$ cat src/rtl/io_fmt_seq.sv
`default_nettype none
// +----------------------------------------------------------------------------+
// | Module   : io_fmt_seq                                                       |
// | Purpose  : Slow-output format sequencer; walks packed format codes and      |
// |            emits digit/sign/control characters over valid/ready.            |
// | Revision : 1.0  initial release                                             |
// +----------------------------------------------------------------------------+
module io_fmt_seq #(
    parameter int WORD_W  = 29,
    parameter int CODE_W  = 3,
    parameter int DIGIT_W = 4
) (
    input  logic               CLOCK,
    input  logic               rst,
    input  logic               start,
    input  logic               abort,
    input  logic [WORD_W-1:0]  fmt_word,
    input  logic [WORD_W-1:0]  data_word,
    input  logic               char_ready,
    output logic               char_valid,
    output logic [1:0]         char_kind,
    output logic [DIGIT_W-1:0] char_data,
    output logic               busy,
    output logic               done,
    output logic               err,
    output logic [7:0]         passes
);

    localparam int c_NCODES = WORD_W / CODE_W;
    localparam int c_MAG_W  = WORD_W - 1;
    localparam int c_IDX_W  = $clog2(c_NCODES + 1);

    localparam logic [1:0] c_ST_IDLE  = 2'd0;
    localparam logic [1:0] c_ST_FETCH = 2'd1;
    localparam logic [1:0] c_ST_EMIT  = 2'd2;
    localparam logic [1:0] c_ST_DONE  = 2'd3;

    localparam logic [CODE_W-1:0] c_OP_DIGIT  = CODE_W'(0);
    localparam logic [CODE_W-1:0] c_OP_SIGN   = CODE_W'(1);
    localparam logic [CODE_W-1:0] c_OP_CR     = CODE_W'(2);
    localparam logic [CODE_W-1:0] c_OP_TAB    = CODE_W'(3);
    localparam logic [CODE_W-1:0] c_OP_STOP   = CODE_W'(4);
    localparam logic [CODE_W-1:0] c_OP_RELOAD = CODE_W'(5);
    localparam logic [CODE_W-1:0] c_OP_WAIT   = CODE_W'(7);

    localparam logic [1:0] c_KIND_DIGIT  = 2'd0;
    localparam logic [1:0] c_KIND_SIGN   = 2'd1;
    localparam logic [1:0] c_KIND_CR_TAB = 2'd2;
    localparam logic [1:0] c_KIND_WAIT   = 2'd3;

    logic [1:0]          r_state;
    logic [WORD_W-1:0]   r_fmt_work;
    logic [WORD_W-1:0]   r_fmt_save;
    logic [c_MAG_W-1:0]  r_mag;
    logic                r_sign;
    logic [c_IDX_W-1:0]  r_idx;
    logic                r_digit_seen;
    logic [1:0]          r_kind;
    logic [DIGIT_W-1:0]  r_data;
    logic                r_err;
    logic [7:0]          r_passes;

    logic [1:0]          w_state_nxt;
    logic [CODE_W-1:0]   w_code;
    logic                w_exhausted;
    logic                w_is_stop;
    logic                w_reload_req;
    logic                w_accept;
    logic                w_load_char;
    logic [1:0]          w_kind_nxt;
    logic [DIGIT_W-1:0]  w_data_nxt;
    logic                w_shift_mag;
    logic                w_advance;
    logic                w_reload;
    logic                w_set_err;

    assign w_code       = r_fmt_work[CODE_W-1:0];
    assign w_exhausted  = (r_idx == c_IDX_W'(c_NCODES));
    assign w_is_stop    = w_exhausted || (w_code == c_OP_STOP);
    // A STOP with magnitude left over restarts the format for another pass.
    assign w_reload_req = (w_is_stop && (|r_mag)) || (!w_exhausted && (w_code == c_OP_RELOAD));

    always_ff @(posedge CLOCK or negedge rst) begin
        if (!rst) begin
            r_state <= c_ST_IDLE;
        end else begin
            r_state <= w_state_nxt;
        end
    end

    always_comb begin
        w_state_nxt = r_state;
        w_accept    = 1'b0;
        w_load_char = 1'b0;
        w_kind_nxt  = c_KIND_DIGIT;
        w_data_nxt  = '0;
        w_shift_mag = 1'b0;
        w_advance   = 1'b0;
        w_reload    = 1'b0;
        w_set_err   = 1'b0;
        case (r_state)
            c_ST_IDLE: begin
                if (start) begin
                    w_accept    = 1'b1;
                    w_state_nxt = c_ST_FETCH;
                end
            end
            c_ST_FETCH: begin
                if (w_reload_req) begin
                    // A pass that produced no digit would loop forever.
                    if (!r_digit_seen) begin
                        w_set_err   = 1'b1;
                        w_state_nxt = c_ST_DONE;
                    end else begin
                        w_reload = 1'b1;
                    end
                end else if (w_is_stop) begin
                    w_state_nxt = c_ST_DONE;
                end else begin
                    case (w_code)
                        c_OP_DIGIT: begin
                            w_load_char = 1'b1;
                            w_kind_nxt  = c_KIND_DIGIT;
                            w_data_nxt  = r_mag[c_MAG_W-1 -: DIGIT_W];
                            w_shift_mag = 1'b1;
                            w_state_nxt = c_ST_EMIT;
                        end
                        c_OP_SIGN: begin
                            w_load_char = 1'b1;
                            w_kind_nxt  = c_KIND_SIGN;
                            w_data_nxt  = {{(DIGIT_W-1){1'b0}}, r_sign};
                            w_state_nxt = c_ST_EMIT;
                        end
                        c_OP_CR, c_OP_TAB: begin
                            w_load_char = 1'b1;
                            w_kind_nxt  = c_KIND_CR_TAB;
                            w_state_nxt = c_ST_EMIT;
                        end
                        c_OP_WAIT: begin
                            w_load_char = 1'b1;
                            w_kind_nxt  = c_KIND_WAIT;
                            w_state_nxt = c_ST_EMIT;
                        end
                        default: begin
                            w_advance = 1'b1;
                        end
                    endcase
                end
            end
            c_ST_EMIT: begin
                if (char_ready) begin
                    w_advance   = 1'b1;
                    w_state_nxt = c_ST_FETCH;
                end
            end
            default: begin
                w_state_nxt = c_ST_IDLE;
            end
        endcase
        if (abort) begin
            w_state_nxt = c_ST_IDLE;
            w_accept    = 1'b0;
            w_load_char = 1'b0;
            w_shift_mag = 1'b0;
            w_advance   = 1'b0;
            w_reload    = 1'b0;
            w_set_err   = 1'b0;
        end
    end

    always_ff @(posedge CLOCK or negedge rst) begin
        if (!rst) begin
            r_fmt_work   <= '0;
            r_fmt_save   <= '0;
            r_mag        <= '0;
            r_sign       <= 1'b0;
            r_idx        <= '0;
            r_digit_seen <= 1'b0;
            r_kind       <= 2'd0;
            r_data       <= '0;
            r_err        <= 1'b0;
            r_passes     <= 8'd0;
        end else begin
            if (w_accept) begin
                r_fmt_work   <= fmt_word;
                r_fmt_save   <= fmt_word;
                r_mag        <= data_word[WORD_W-1:1];
                r_sign       <= data_word[0];
                r_idx        <= '0;
                r_digit_seen <= 1'b0;
                r_err        <= 1'b0;
                r_passes     <= 8'd1;
            end
            if (w_load_char) begin
                r_kind <= w_kind_nxt;
                r_data <= w_data_nxt;
            end
            if (w_shift_mag) begin
                r_mag        <= r_mag << DIGIT_W;
                r_digit_seen <= 1'b1;
            end
            if (w_advance) begin
                r_idx      <= r_idx + c_IDX_W'(1);
                r_fmt_work <= r_fmt_work >> CODE_W;
            end
            if (w_reload) begin
                r_idx        <= '0;
                r_fmt_work   <= r_fmt_save;
                r_digit_seen <= 1'b0;
                if (r_passes != 8'hFF) begin
                    r_passes <= r_passes + 8'd1;
                end
            end
            if (w_set_err) begin
                r_err <= 1'b1;
            end
        end
    end

    assign char_valid = (r_state == c_ST_EMIT);
    assign char_kind  = r_kind;
    assign char_data  = r_data;
    assign busy       = (r_state != c_ST_IDLE);
    assign done       = (r_state == c_ST_DONE);
    assign err        = r_err;
    assign passes     = r_passes;

endmodule
`default_nettype wire

$ cat config.mk
export PLATFORM = sky130hd
export DESIGN_NAME = io_fmt_seq
export DESIGN_NICKNAME = d
export VERILOG_FILES = /design/src/rtl/io_fmt_seq.sv
export SDC_FILE = /design/constraint.sdc
export NUM_CORES = 1
export LEC_CHECK = 0
export CAP_MARGIN = 20
export CORE_UTILIZATION = 35
export CTS_CLUSTER_DIAMETER = 30
export DETAILED_ROUTE_END_ITERATION = 8
export PLACE_DENSITY = 0.54
export SLEW_MARGIN = 20
export SYNTH_ARGS = -nofsm -noshare
export SYNTH_HDL_FRONTEND = slang
export SYNTH_SLANG_ARGS = --single-unit
$ cat constraint.sdc
create_clock -name CLOCK -period 2.3 [get_ports CLOCK]
set_input_delay 0.23 -clock CLOCK [delete_from_list [all_inputs] [get_ports CLOCK]]
set_output_delay 0.23 -clock CLOCK [all_outputs]
set_load 0.02 [all_outputs]
==> flow_summary.yaml, run 1 <==
drt:
  wl_per_cell_um: 14.75
  drtAntennaViolNets: 0
  drtIter0Drc: 257
  wl_um: 13130
  drc_errors: 0
  via_count: 4522
  viasPerCell: 5.081
  first_pass_iters: 4
global_route:
  grt_first_pass_wirelength_um: 21440
  met1_usage_pct: 23.30
  grt_busiest_layer: "met2"
  grt_overflow: 0
  grt_antenna_before_repair: 0
  grt_pass1_vias: 4475
  grt_usage_pct: 18.20
  grtUsageMet2_pct: 30.38
  grt_max_degree: 52
  met3_usage_pct: 4.935
placed_design:
  place_area_mm2: 0.006295
  portBuffers: 80
  place_congestion: 0.8087
  post-place-cells: 866
  dp_hpwl_um: 8858
clock_network:
  cts_made_buffers: 9
  cts.clk_slew.worst_paths_ns: 0.07
  clk_latency_ns: 0.36
  cts_sinks: 109
  tritoncts: "done"
  h-tree-depth: 3
  cts_buffer_depth: 2
  root_buffer: "clkbuf_16"
power:
  power.leakage_uw: 0.003048
  p_per_area_mw_per_mm2: 1085
  peakVddDrop_mv: 0.4572
floorplan:
  die_width_um: 123.2
  dieHeight_um: 123.2
  core_mm2: 0.01410
  rows: 43
  dieArea_mm2: 0.01518
  io_pins: 81
  initial_core_util_pct: 36.47
timing:
  post-route-period-util_pct: 97.34
  finalCriticalPeriod_ns: 2.239
  setup_viol: 0
  worst-slew-pin-transition_ns: 0.6116
  finalMaxSlewViolations: 0
  slew-limit-headroom_pct: 58.95
  hold_viol_final: 0
  final.setup_skew_ns: 0.009172
  fmax_mhz: 446.7
  rsz0062_at_grt: "true"
synth:
  synth_ff_type: "dfrtp_1"
  synth_top_area_share_pct: 53.05
  synth_cell_types: 44
  synth_sequential_area_ratio_pct: 53.05
  ys_ff_latch: 109
  synth_enable_flop_cells: 0
  yosys_warnings: 0
  syn-num-nets: 690
  yosys.area.top_type: "dfrtp_1"
  yosysMostFrequentCell: "nand2_1"
  netlist_instances: 620
  synthTopCellsByCount: "nand2_1, dfrtp_1, a21oi_1, nor2_1, o21ai_0"
  synth_area_mm2: 0.005141
  syn_area_per_cell_um2: 8.292
  async_flop_share_pct: 100.0
  synth.area.top_cells: "dfrtp_1, nand2_1, a21oi_1"
critical_path:
  worst-setup-path-type: "reg -> reg"
  worstPathRequired_ns: 2.55
  crit_path_top_delay_cell: "or4b_4"
  cp-end-kind: "register"
  crit_path_max_incr_delay_ns: 0.51
  arrival_ns: 2.49
  critical_path.max_fanout: 9
  r2r-start: "r_idx[1]"
  critPathTopFamily: "simple AND/OR/NAND/NOR gates"
  cp-start-kind: "register"
  cp-startpoint: "r_idx[1]"
  critPathBufInv: 3
  path_cells: "inv_1, ha_2, nand3b_1, or4b_4, a211oi_4, buf_6, buf_12, a21oi_1, mux2_2"
layout:
  fin_area_mm2: 0.006728
  diodes: 0
  final_cells: 890
  syn_to_final_growth_pct: 30.86
  drive_gt1_share_pct: 9.296
  nets: 775
  nFillCells: 1375
outcome:
  status: "finished clean"
job:
  drv_cap: 0
min_path:
  hp-class: "in -> async"
[worst register-to-register path, stage by stage, from the launching register on]
cell      delay [ns]
dfrtp_1         0.40
inv_1           0.06
ha_2            0.16
nand3b_1        0.12
or4b_4          0.51
a211oi_4        0.27
buf_6           0.18
buf_12          0.14
a21oi_1         0.05
mux2_2          0.25
[routing by layer]
metal | vias up | share of wire, %
li1 | 2250 | -
met1 | 2197 | 46
met3 | 12 | 4.2
met4 | 0 | 1.1
met2 | 63 | 49
met5 | - | 0
[path summary, 6_finish.rpt]
| kind | cells after the start | slack [ns] | endpoint |
|---|---|---|---|
| setup / recovery | 9 | 0.06 | r_fmt_work[27] |
| hold / removal | 2 | 0.38 | r_mag[18] |
| setup reg to reg | 9 | 0.06 | r_fmt_work[27] |
| hold reg to reg | 2 | 0.48 | r_fmt_save[23] |
| max in group asynchronous | 3 | 1.22 | r_fmt_save[14] |
| min in group CLOCK | 3 | 0.42 | r_fmt_save[24] |
[through the flow]
step,hold slack [ns],total power [uW],setup WS [ns],TNS [ns],util [%]
finish,0.3797,7300,0.06123,0,47.73
global route,0.4129,7892,-0.01998,-0.1425,47.73
CTS,0.3995,7264,0.001304,0,46.77
detailed placement,0.2429,5711,0.02885,0,44.66
global placement,0.2362,5618,0.08889,0,44.66
floorplan,-0.06559,4779,0.1335,0,-
[sequential cells by signal (all words and copies together), names as in the netlist, 2 cells and up]
register    cells
r_fmt_save     29
char_kind       2
passes          8
r_state         2
char_data       4
r_fmt_work     29
r_mag          28
r_idx           4
[power breakdown]
part,switching [uW],internal (uW)
registers,575,2740
clock network,714,794
logic,1330,1150
[kinds of logic (layout without fill, tap and decap cells)]
logic type                 count (synthesis)  in the layout  share of synthesized area, %
and+or+nand+nor                          305            305                         24.34
AOI/OAI and AO/OA                        146            146                         16.09
DFF                                      109            109                         53.05
buffers and inverters                     48            138                         3.797
adders and majority gates                  7              7                         1.703
muxes                                      4              4                        0.8517
xor gates and xnor gates                   1              1                        0.1704
[repair_timing]
action	CTS	global route
hold buffers	1	0
resized for setup	0	18
endpoints found under the hold margin	36	0
setup endpoints to repair	0	32
setup buffers	0	5
[layout by cell type, fill, tap and decap left out, types with 4 or more instances in the layout]
| cell | instances |
|---|---|
| a211o_1 | 4 |
| a31oi_1 | 25 |
| clkdlybuf4s50_1 | 79 |
| a21oi_1 | 63 |
| buf_4 | 20 |
| nor4_1 | 6 |
| o21ai_1 | 17 |
| dfrtp_1 | 109 |
| nand2_1 | 224 |
| buf_12 | 8 |
| nor2_1 | 35 |
| nand3_1 | 11 |
| ha_1 | 5 |
| inv_1 | 9 |
| o21ai_0 | 21 |
| clkbuf_16 | 11 |
[cell type report]
cell class	instances	area [um^2]	area share [%]
Clock buffer	11	252.7	3.757
Sequential cell	109	2728	40.54
Multi-Input combinational cell	463	2273	33.79
Inverter	11	41.29	0.6137
Timing Repair Buffer	111	1172	17.43
Clock inverter	5	35.03	0.5207
Tap cell	180	225.2	3.348
Power figures use the tool's default switching activity.
==> run 2: changes to the inputs <==
--- a/config.mk
+++ b/config.mk
@@ -6,6 +6,7 @@
 export NUM_CORES = 1
 export LEC_CHECK = 0
 export CAP_MARGIN = 20
+export CORE_MARGIN = 2
 export CORE_UTILIZATION = 35
 export CTS_CLUSTER_DIAMETER = 30
 export DETAILED_ROUTE_END_ITERATION = 8
==> run 2 against run 1 <==
- the flow now finishes with violations (negative setup slack)
- routed wire length up 4.6%
- power up 3.0%
- flip-flop and latch count did not move
- clock-buffer cell count is 2 lower
- first-iteration DRC count increased by 0.78%
- clock power up 7%
- via count rose by 1.7%
- global-route usage fell by 0.35 points
- register-to-register slack lost 0.07 ns
- cell count rose by 0.67%
- sequential share of layout area shrank 0.59 points
- worst hold slack worse by 0.068 ns
==> flow_summary.yaml, run 2 (synthesized netlist as in run 1, its figures left out) <==
clock_network:
  cts_sinks: 109
  cts_buffer_depth: 2
  cts.clk_slew.worst_paths_ns: 0.08
  h-tree-depth: 3
  clk_latency_ns: 0.36
  root_buffer: "clkbuf_16"
  cts_made_buffers: 9
  tritoncts: "done"
floorplan:
  initial_core_util_pct: 35.64
  core_mm2: 0.01442
  rows: 44
  dieHeight_um: 125.2
  io_pins: 81
  dieArea_mm2: 0.01568
  die_width_um: 125.2
drt:
  first_pass_iters: 5
  wl_per_cell_um: 15.32
  met1Wirelength_um: 6320
  wl_um: 13730
  routed-wl-met2_um: 6718
  drc_errors: 0
  drtAntennaViolNets: 0
  via_count: 4600
  viasPerCell: 5.134
  drtIter0Drc: 259
  top_layer: "met4"
  wl_met3_um: 588
power:
  peakVddDrop_mv: 0.5182
  power_switching_uw: 2728
  power.leakage_uw: 0.003076
  p_int_uw: 4793
  p_total_uw: 7520
  p_per_area_mw_per_mm2: 1101
  p_clk_share_pct: 21.6
  pwr-share-seq_pct: 44.3
  comb_power_share_pct: 34.2
  switching_share_pct: 36.27
job:
  drv_cap: 0
timing:
  hold_viol_final: 0
  setup_viol: 1
  rsz0062_at_grt: "true"
  worst_slack_ns: -0.007698
  post-route-period-util_pct: 100.3
  final.setup_skew_ns: 0.01029
  finalMaxSlewViolations: 0
  finalCriticalPeriod_ns: 2.308
  worst-slew-pin-transition_ns: 0.5653
  fmax_mhz: 433.3
  hold_ws_ns: 0.3113
  slew-limit-headroom_pct: 62.06
critical_path:
  arrival_ns: 2.55
  worstPathRequired_ns: 2.54
  worst-setup-path-type: "reg -> reg"
  cp-start-kind: "register"
  cp-end-kind: "register"
  critical_path.max_fanout: 7
layout:
  top_regs: "r_fmt_save x29, r_fmt_work x29, r_mag x28"
  diodes: 0
  drive_gt1_share_pct: 11.52
  final_common_cell: "nand2_1"
  syn_to_final_growth_pct: 32.85
  nets: 777
  layout_common_cells: "nand2_1, dfrtp_1, clkdlybuf4s50_1, a21oi_1, nor2_1"
placed_design:
  place_congestion: 0.7585
  dp_hpwl_um: 8816
  portBuffers: 80
  post-place-ws_ns: -0.08089
outcome:
  violations: "negative setup slack"
  status: "finished, violations left"
global_route:
  grt_antenna_before_repair: 0
  grt_max_degree: 57
  grt_overflow: 0
  grt_pass1_vias: 4561
  grt_usage_pct: 17.85
  grt_first_pass_wirelength_um: 22830
min_path:
  hp-class: "in -> async"
[run 2: power by group through the flow]
stage	clock network, uW	logic, uW	registers [uW]
5_1_grt	1740	2930	3440
3_3_place_gp	0	2270	3310
2_1_floorplan	0	1560	3220
4_1_cts	1680	2420	3300
3_5_place_dp	0	2340	3330
6_report	1620	2570	3330
[run 2: final cells by class]
class	instances	area, um^2
clock inverters	7	78.83
fillers	1419	7594
repair buffers	113	1185
inverters	11	41.29
clock buffers	9	225.2
flip-flops and latches	109	2729
multi-input cells	463	2341
well taps	184	230.2
[run 2: per-stage QoR]
| stage | instance area [um^2] | util [%] | std cells | setup TNS (ns) |
|---|---|---|---|---|
| 3_3_place_gp | 6240 | 43.26 | 867 | 0 |
| 3_5_place_dp | 6240 | 43.26 | 867 | -0.2835 |
| 2_1_floorplan | 5141 | - | 620 | 0 |
| 4_1_cts | 6699 | 46.44 | 892 | 0 |
| 6_report | 6830 | 47.35 | 896 | -0.007698 |
| 5_1_grt | 6830 | 47.35 | 896 | -1.018 |
[run 2: worst paths after layout]
| kind | cells past startpoint | end | slack, ns | startpoint |
|---|---|---|---|---|
| max in group asynchronous | 3 | r_fmt_save[25] | 1.24 | rst |
| max reg2reg | 9 | r_fmt_work[27] | -0.008 | r_state[1] |
| min reg2reg | 2 | r_fmt_save[21] | 0.48 | r_fmt_save[21] |
| max | 9 | r_fmt_work[27] | -0.008 | r_state[1] |
| min | 2 | r_mag[15] | 0.31 | rst |
| min in group CLOCK | 3 | r_mag[11] | 0.43 | data_word[12] |
[run 2: worst max-delay path, stage by stage (launching register included)]
cell and delay (ns):
dfrtp_1 0.40, inv_2 0.09, ha_4 0.15, nand2_2 0.06, or4b_4 0.57, a211oi_4 0.32
buf_6 0.17, clkbuf_16 0.15, a21oi_1 0.04, mux2_2 0.25
[run 2: metal layers]
metal,GRT usage (%),vias up
met5,0,-
met4,3.464,0
li1,-,2260
met2,30.18,102
met3,4.322,8
met1,23.58,2230
[run 2: repair_timing]
item,4_1_cts,5_1_grt
hold buffers,1,0
gates resized for setup,7,41
buffers inserted,5,4
gates cloned,3,2
pin swaps,1,15
endpoints found under the hold margin,21,0
setup endpoints to repair,13,32
==> run 3: changes to the inputs <==
--- a/config.mk
+++ b/config.mk
@@ -8,7 +8,7 @@
 export CAP_MARGIN = 20
 export CORE_MARGIN = 2
 export CORE_UTILIZATION = 35
-export CTS_CLUSTER_DIAMETER = 30
+export CTS_CLUSTER_DIAMETER = 120
 export DETAILED_ROUTE_END_ITERATION = 8
 export PLACE_DENSITY = 0.54
 export SLEW_MARGIN = 20
==> results of run 3 <==
No change in the layout: final DEF, timing and power equal those of run 2.
